**src/rtl/bcd_counter_n.sv**
```systemverilog
// bcd_counter_n: DIGITS-decade cascaded BCD up/down counter with parallel load,
// terminal count, cascade carry, sticky overflow and illegal-load flag.
//
// Build option: define BCD_COUNTER_DOWN_EN to honour up_down. When it is not
// defined the up_down port is present but ignored and the counter only counts up.
//
// Ports
//   clock       in   rising-edge clock
//   reset       in   asynchronous active-high reset
//   enable      in   count step request
//   up_down     in   1 = up, 0 = down (down only with BCD_COUNTER_DOWN_EN)
//   load        in   synchronous parallel load strobe (wins over enable)
//   load_value  in   4*DIGITS BCD load value, digit 0 in [3:0]
//   clear_ovf   in   synchronous clear of overflow (set wins on a tie)
//   digits      out  4*DIGITS current count, digit 0 in [3:0]
//   tc          out  terminal count for the current direction (combinational)
//   carry_out   out  tc & enable & ~load, cascade to a following counter
//   overflow    out  sticky wrap flag
//   load_error  out  one-cycle pulse after a load containing a digit above 9
module bcd_counter_n #(
  parameter int unsigned DIGITS = 4
) (
  input  logic                  clock,
  input  logic                  reset,
  input  logic                  enable,
  input  logic                  up_down,
  input  logic                  load,
  input  logic [4*DIGITS-1:0]   load_value,
  input  logic                  clear_ovf,
  output logic [4*DIGITS-1:0]   digits,
  output logic                  tc,
  output logic                  carry_out,
  output logic                  overflow,
  output logic                  load_error
);

  logic [4*DIGITS-1:0] r_digits;
  logic                r_overflow;
  logic                r_load_error;

  logic                w_up;
  logic                w_step;
  logic                w_all9;
  logic                w_all0;
  logic                w_tc;
  logic                w_load_bad;
  logic [4*DIGITS-1:0] w_load_clean;
  logic [4*DIGITS-1:0] w_next;
  logic                w_lower9;
  logic                w_lower0;

`ifdef BCD_COUNTER_DOWN_EN
  assign w_up = up_down;
`else
  assign w_up = 1'b1;
`endif

  // Load takes priority, so a step only happens without a load.
  assign w_step = enable & ~load;

  // Ripple through the decades: a decade moves only when every lower decade
  // is at its wrap value for the current direction.
  always_comb begin
    w_lower9     = 1'b1;
    w_lower0     = 1'b1;
    w_load_bad   = 1'b0;
    w_load_clean = '0;
    w_next       = r_digits;
    for (int k = 0; k < DIGITS; k++) begin
      if (load_value[4*k +: 4] > 4'd9) begin
        w_load_bad = 1'b1;
      end else begin
        w_load_clean[4*k +: 4] = load_value[4*k +: 4];
      end

      if (w_up) begin
        if (w_lower9) begin
          w_next[4*k +: 4] = (r_digits[4*k +: 4] == 4'd9) ? 4'd0 : r_digits[4*k +: 4] + 4'd1;
        end
      end else begin
        if (w_lower0) begin
          w_next[4*k +: 4] = (r_digits[4*k +: 4] == 4'd0) ? 4'd9 : r_digits[4*k +: 4] - 4'd1;
        end
      end

      w_lower9 = w_lower9 & (r_digits[4*k +: 4] == 4'd9);
      w_lower0 = w_lower0 & (r_digits[4*k +: 4] == 4'd0);
    end
    w_all9 = w_lower9;
    w_all0 = w_lower0;
  end

  assign w_tc = w_up ? w_all9 : w_all0;

  always_ff @(posedge clock or posedge reset) begin
    if (reset) begin
      r_digits     <= '0;
      r_overflow   <= 1'b0;
      r_load_error <= 1'b0;
    end else begin
      r_load_error <= load & w_load_bad;
      if (load) begin
        r_digits <= w_load_clean;
      end else if (enable) begin
        r_digits <= w_next;
      end
      // Set dominates clear when both happen on the same edge.
      if (w_step && w_tc) begin
        r_overflow <= 1'b1;
      end else if (clear_ovf) begin
        r_overflow <= 1'b0;
      end
    end
  end

  assign digits     = r_digits;
  assign tc         = w_tc;
  assign carry_out  = w_tc & w_step;
  assign overflow   = r_overflow;
  assign load_error = r_load_error;

endmodule

```
**config.mk**
```make
export PLATFORM = sky130hd
export DESIGN_NAME = bcd_counter_n
export DESIGN_NICKNAME = d
export VERILOG_FILES = /design/src/rtl/bcd_counter_n.sv
export SDC_FILE = /design/constraint.sdc
export NUM_CORES = 1
export LEC_CHECK = 0
export ABC_AREA = 1
export CELL_PAD_IN_SITES_DETAIL_PLACEMENT = 1
export CELL_PAD_IN_SITES_GLOBAL_PLACEMENT = 1
export CORE_ASPECT_RATIO = 1.2
export CORE_MARGIN = 4
export CORE_UTILIZATION = 31
export DETAILED_ROUTE_END_ITERATION = 12
export HOLD_SLACK_MARGIN = 0.08
export PLACE_DENSITY = 0.8
export SYNTH_ARGS = -nofsm -noshare
export SYNTH_HDL_FRONTEND = slang
export SYNTH_SLANG_ARGS = --single-unit
export TNS_END_PERCENT = 50
```
**constraint.sdc**
```tcl
create_clock -name clock -period 1.4 [get_ports clock]
set_input_delay 0.28 -clock clock [delete_from_list [all_inputs] [get_ports clock]]
set_output_delay 0.28 -clock clock [all_outputs]
set_load 0.01 [all_outputs]
```
**After elaboration in Yosys (flattened, before gate mapping)**

Index checks and enable logic that the tools add are counted.
Widths: inputs -> output; s select.

- Bits in registers: 18
- Bits in latches: 0
- RAM bits: 0
- ROM bits: 0
- Input port bits: 22
- Output and inout port bits: 20
- Memories kept: 0

- Add/sub/neg operators: 4
- Multiply operators: 0
- Div/mod/pow operators: 0
- $lt $le $gt $ge: 4
- Equal/unequal tests: 4
- Shifts and indexed selects: 0
- Mux-type cells: 19
- Bitwise gates (word level): 7
- Reduce and logical (&&, ||, !) cells: 9

Operators with widths:

| operator | number |
|---|---|
| $mux 4 | 11 |
| $mux 16 | 2 |
| $add 4x1->4 const B | 4 |
| $eq 4x4->1 const B | 4 |
| $gt 4x4->1 const B | 4 |
| $reduce_bool 2->1 | 5 |
| $and 1x1->1 | 6 |
| $mux 1 | 6 |
| $reduce_and 2->1 | 3 |
| $logic_and 1x1->1 | 1 |
| $not 1->1 | 1 |

**Longest topological paths before layout**

- Word-level depth: 6
- Mapped depth: 8
- Depth with buffers taken out: 8

**Least setup slack after synthesis**

No wires, ideal clock.

- Path type: reg2out
- Start: reg r_digits[9] (netlist: digits[9])
- End: out carry_out
- Data arrival time: 1.176 ns
- Data required time: 1.120 ns
- Slack: -0.056 ns
- Cell stages (with the launch flop): 8
- Buffers on the path: 0
- Cell sequence: dfrtp_1 inv_2 nand2_1 nor2_2 nand3_2 nor2_2 nand3_1 inv_1

- Longest elaborated chain between the ends: 4

RTL lines:

| what | RTL line | source |
|---|---|---|
| start, declared | 37 | `logic [4*DIGITS-1:0] r_digits;` |
| start signal, assigned | 103 | `r_digits <= w_load_clean;` |
| start signal, assigned | 105 | `r_digits <= w_next;` |
| $eq 4x4->1 | 86 | `w_lower9 = w_lower9 & (r_digits[4*k +: 4] == 4'd9);` |
| $and 1x1->1 (2 in series) | 86 |  |
| net tc | 31 | `output logic tc,` |
| $and 1x1->1 | 118 | `assign carry_out = w_tc & w_step;` |
| end, declared | 32 | `output logic carry_out,` |

The timed path passes the listed nets, and every way through them passes these cells.

**Final worst setup path**

- Start: reg r_digits[10] (netlist: digits[10])
- End: out carry_out

- Longest elaborated chain between the ends: 4

RTL lines:

| what | RTL line |
|---|---|
| $eq 4x4->1 | 86 |
| $and 1x1->1 (2 in series) | 86 |
| $and 1x1->1 | 118 |

Every way passes these cells.

==> flow_summary.ini <==
[status]
outcome = complete, but fails checks
violations = setup timing

[detailed_routing]
dr.pass1.iters = 4
drcViolationCount = 0
wl_mm = 4.76
vias = 1571
vias_per_cell = 4.85
routedWlPerCell_um = 14.7
ant_nets = 0
dr.first_iter.drc_count = 56

[pwr]
irDropWorstVdd_uv = 475
powerDensity_nw_per_um2 = 967
p_leak_nw = 1.08

[die]
start_util_pct = 32.1
die_w_um = 66.3
dieArea_um2 = 5170
placementRows = 25
die_h_um = 78.0
pin_count = 42
core_um2 = 3940

[timing]
grt_setup_unrepaired = yes
slew_headroom_pct = 76.7
tightestPinTransition_ns = 0.346
slew_viol_final = 0
min_period_ns = 1.65
clock.fmax_mhz = 606
setup_tns_ns = -0.375
clock_skew_ns = 0.00161
worst_slack_ns = -0.251
finalHoldViolCount = 0
finalSetupViolations = 2
post-route-period-util_pct = 118

[synthesis]
synth-seq-cells = 18
synth.avg_cell_area_um2 = 6.62
ys_top_cells_by_area = dfrtp_1 36%, nand2_1 15%, nand3_1 11%
syn_area_um2 = 1260
yosysTopAreaCell = dfrtp_1
synth.distinct_cells = 23
netlist_instances = 191
yosys_warnings = 0
synth_edf_count = 0
synth_flop_cell = dfrtp_1
async_flop_share_pct = 100
ys_seq_area_share_pct = 35.6
synthesis.nets = 213
synth_top_area_share_pct = 35.6
yosysMostFrequentCell = nand2_1
synth_commonest_cells = 51 x nand2_1, 28 x nand3_1, 20 x inv_1, 20 x nor2_1, 18 x dfrtp_1

[clocking]
cts_tree = built
numCtsBuffers = 3
cts_root_buffer = clkbuf_8
htreeDepth = 1
clk_pin_slew_worst_paths_ns = 0.07
cts_sinks = 18
clock_insertion_delay_worst_skew_ns = 0.25
cts_buffer_depth = 2

[setup_path]
crit_fanout = 2
critPathTopFamily = simple AND/OR/NAND/NOR gates
critical_path_class = flip-flop to primary output
r2r-end = digits[3]$_DFFE_PP0P_
worstPathRequired_ns = 1.12
cp-end-kind = primary output
cpPeakStageDelay_ns = 0.40
slowest_stage = dfrtp_1
critPathLaunchType = flip-flop
path_cells = inv_2 -> nand2_4 -> nor2_4 -> nand3_4 -> nor2_4 -> nand3_2 -> inv_2 -> buf_6
critPathBufInv = 3
r2r_cells = 9
worstPathArrival_ns = 1.37
r2r_slack_ns = 0.03
rr_startpoint = digits[3]$_DFFE_PP0P_

[placed_design]
pre_cts_slack_ns = -0.446
io_buffers = 40
gp_congestion = 0.851
dpl_cell_area_um2 = 1960
dp_hpwl_mm = 3.37

[job]
drv_cap = 0

[global_route]
antenna_found_initial = 0
grt_use_total_pct = 17.7
grt_max_degree = 24
grt_pass1_wl_mm = 7.13
grt_pass1_vias = 1577
overflow = 0

[cells_and_area]
fin_nets = 294
drive_gt1_share_pct = 34.1
finalInstanceArea_um2 = 2160
fillers = 515
fin_util_pct = 54.9
n_antenna_cell = 0
area_growth_pct = 71.1

[worst_hold_path]
hold_path_class = input port to asynchronous set/reset pin
## stage by stage
stage | power, mW | instances | hold slack [ns]
floorplan | 1.07 | 191 | 0.219
global placement | 1.59 | 314 | 0.470
detailed placement | 1.62 | 314 | 0.487
CTS | 1.98 | 320 | 0.358
global route | 2.24 | 324 | 0.373
finish | 2.09 | 324 | 0.345
## state kept, by name, summed over array words and instances (netlist names)
signal      cells
digits         16
load_error      1
overflow        1
## placed cells by master, fill, tap and decap left out, drive strengths merged
cell	n
a31oi	2
inv	26
clkdlybuf4s15	2
o21ai	18
xor2	2
nor2	28
o211ai	1
o31ai	1
dlygate4sd2	13
clkdlybuf4s50	19
dfrtp	18
nand2	55
xnor2	1
a21oi	3
nor3	1
dlymetal6s2s	2
nand3	30
clkbuf	4
o22ai	1
buf	43
## worst min-delay path: cells and delay by family
family                 cells  cell delay [ns]
buffers and inverters      3             0.69
## routing by layer
layer  GRT usage (%)  wire length, µm  vias up
met2            34.0             2660       37
met5               0                0        -
met1            19.6             1810      755
met4            3.86               91        0
met3            2.75              194       10
li1                -                -      769
## kinds of logic (layout without fill, tap and decap cells)
| kind of cell | Yosys count | count (layout) | share of synthesized area [%] |
|---|---|---|---|
| AOI/OAI and AO/OA | 26 | 26 | 11.0 |
| xor gates and xnor gates | 3 | 3 | 2.08 |
| buffers and inverters | 30 | 109 | 9.79 |
| DFF | 18 | 18 | 35.6 |
| and+or+nand+nor | 114 | 114 | 41.5 |
## final cells by class
class,count,area [µm²],area share (%)
clock buffers,3,41.3,1.91
inverters,26,100,4.62
multi-input cells,143,806,37.2
flip-flops and latches,18,452,20.9
well taps,54,67.6,3.12
repair buffers,80,698,32.3
## power breakdown
| group | internal (mW) | switching (mW) |
|---|---|---|
| sequential | 0.605 | 0.0643 |
| clock | 0.191 | 0.178 |
| combinational | 0.504 | 0.551 |
## how the worst max path moves through the flow
stage	from	end	slack (ns)	cells after the start
6_report	digits[10]$_DFFE_PP0P_	carry_out	-0.25	8
5_1_grt	digits[10]$_DFFE_PP0P_	carry_out	-0.35	8
3_5_place_dp	digits[5]$_DFFE_PP0P_	carry_out	-0.45	8
3_3_place_gp	digits[5]$_DFFE_PP0P_	carry_out	-0.40	8
2_1_floorplan	digits[10]$_DFFE_PP0P_	carry_out	-0.03	7
4_1_cts	digits[9]$_DFFE_PP0P_	carry_out	-0.22	8
## what timing repair did
| item | CTS | global route |
|---|---|---|
| setup endpoints to repair | 31 | 19 |
| setup buffers | 3 | 7 |
| gates resized for setup | 38 | 39 |
| hold buffers | 0 | 0 |
| pin swaps | 5 | 11 |
| cloned | 0 | 0 |
Note: power is estimated with default switching activity, not from simulation.
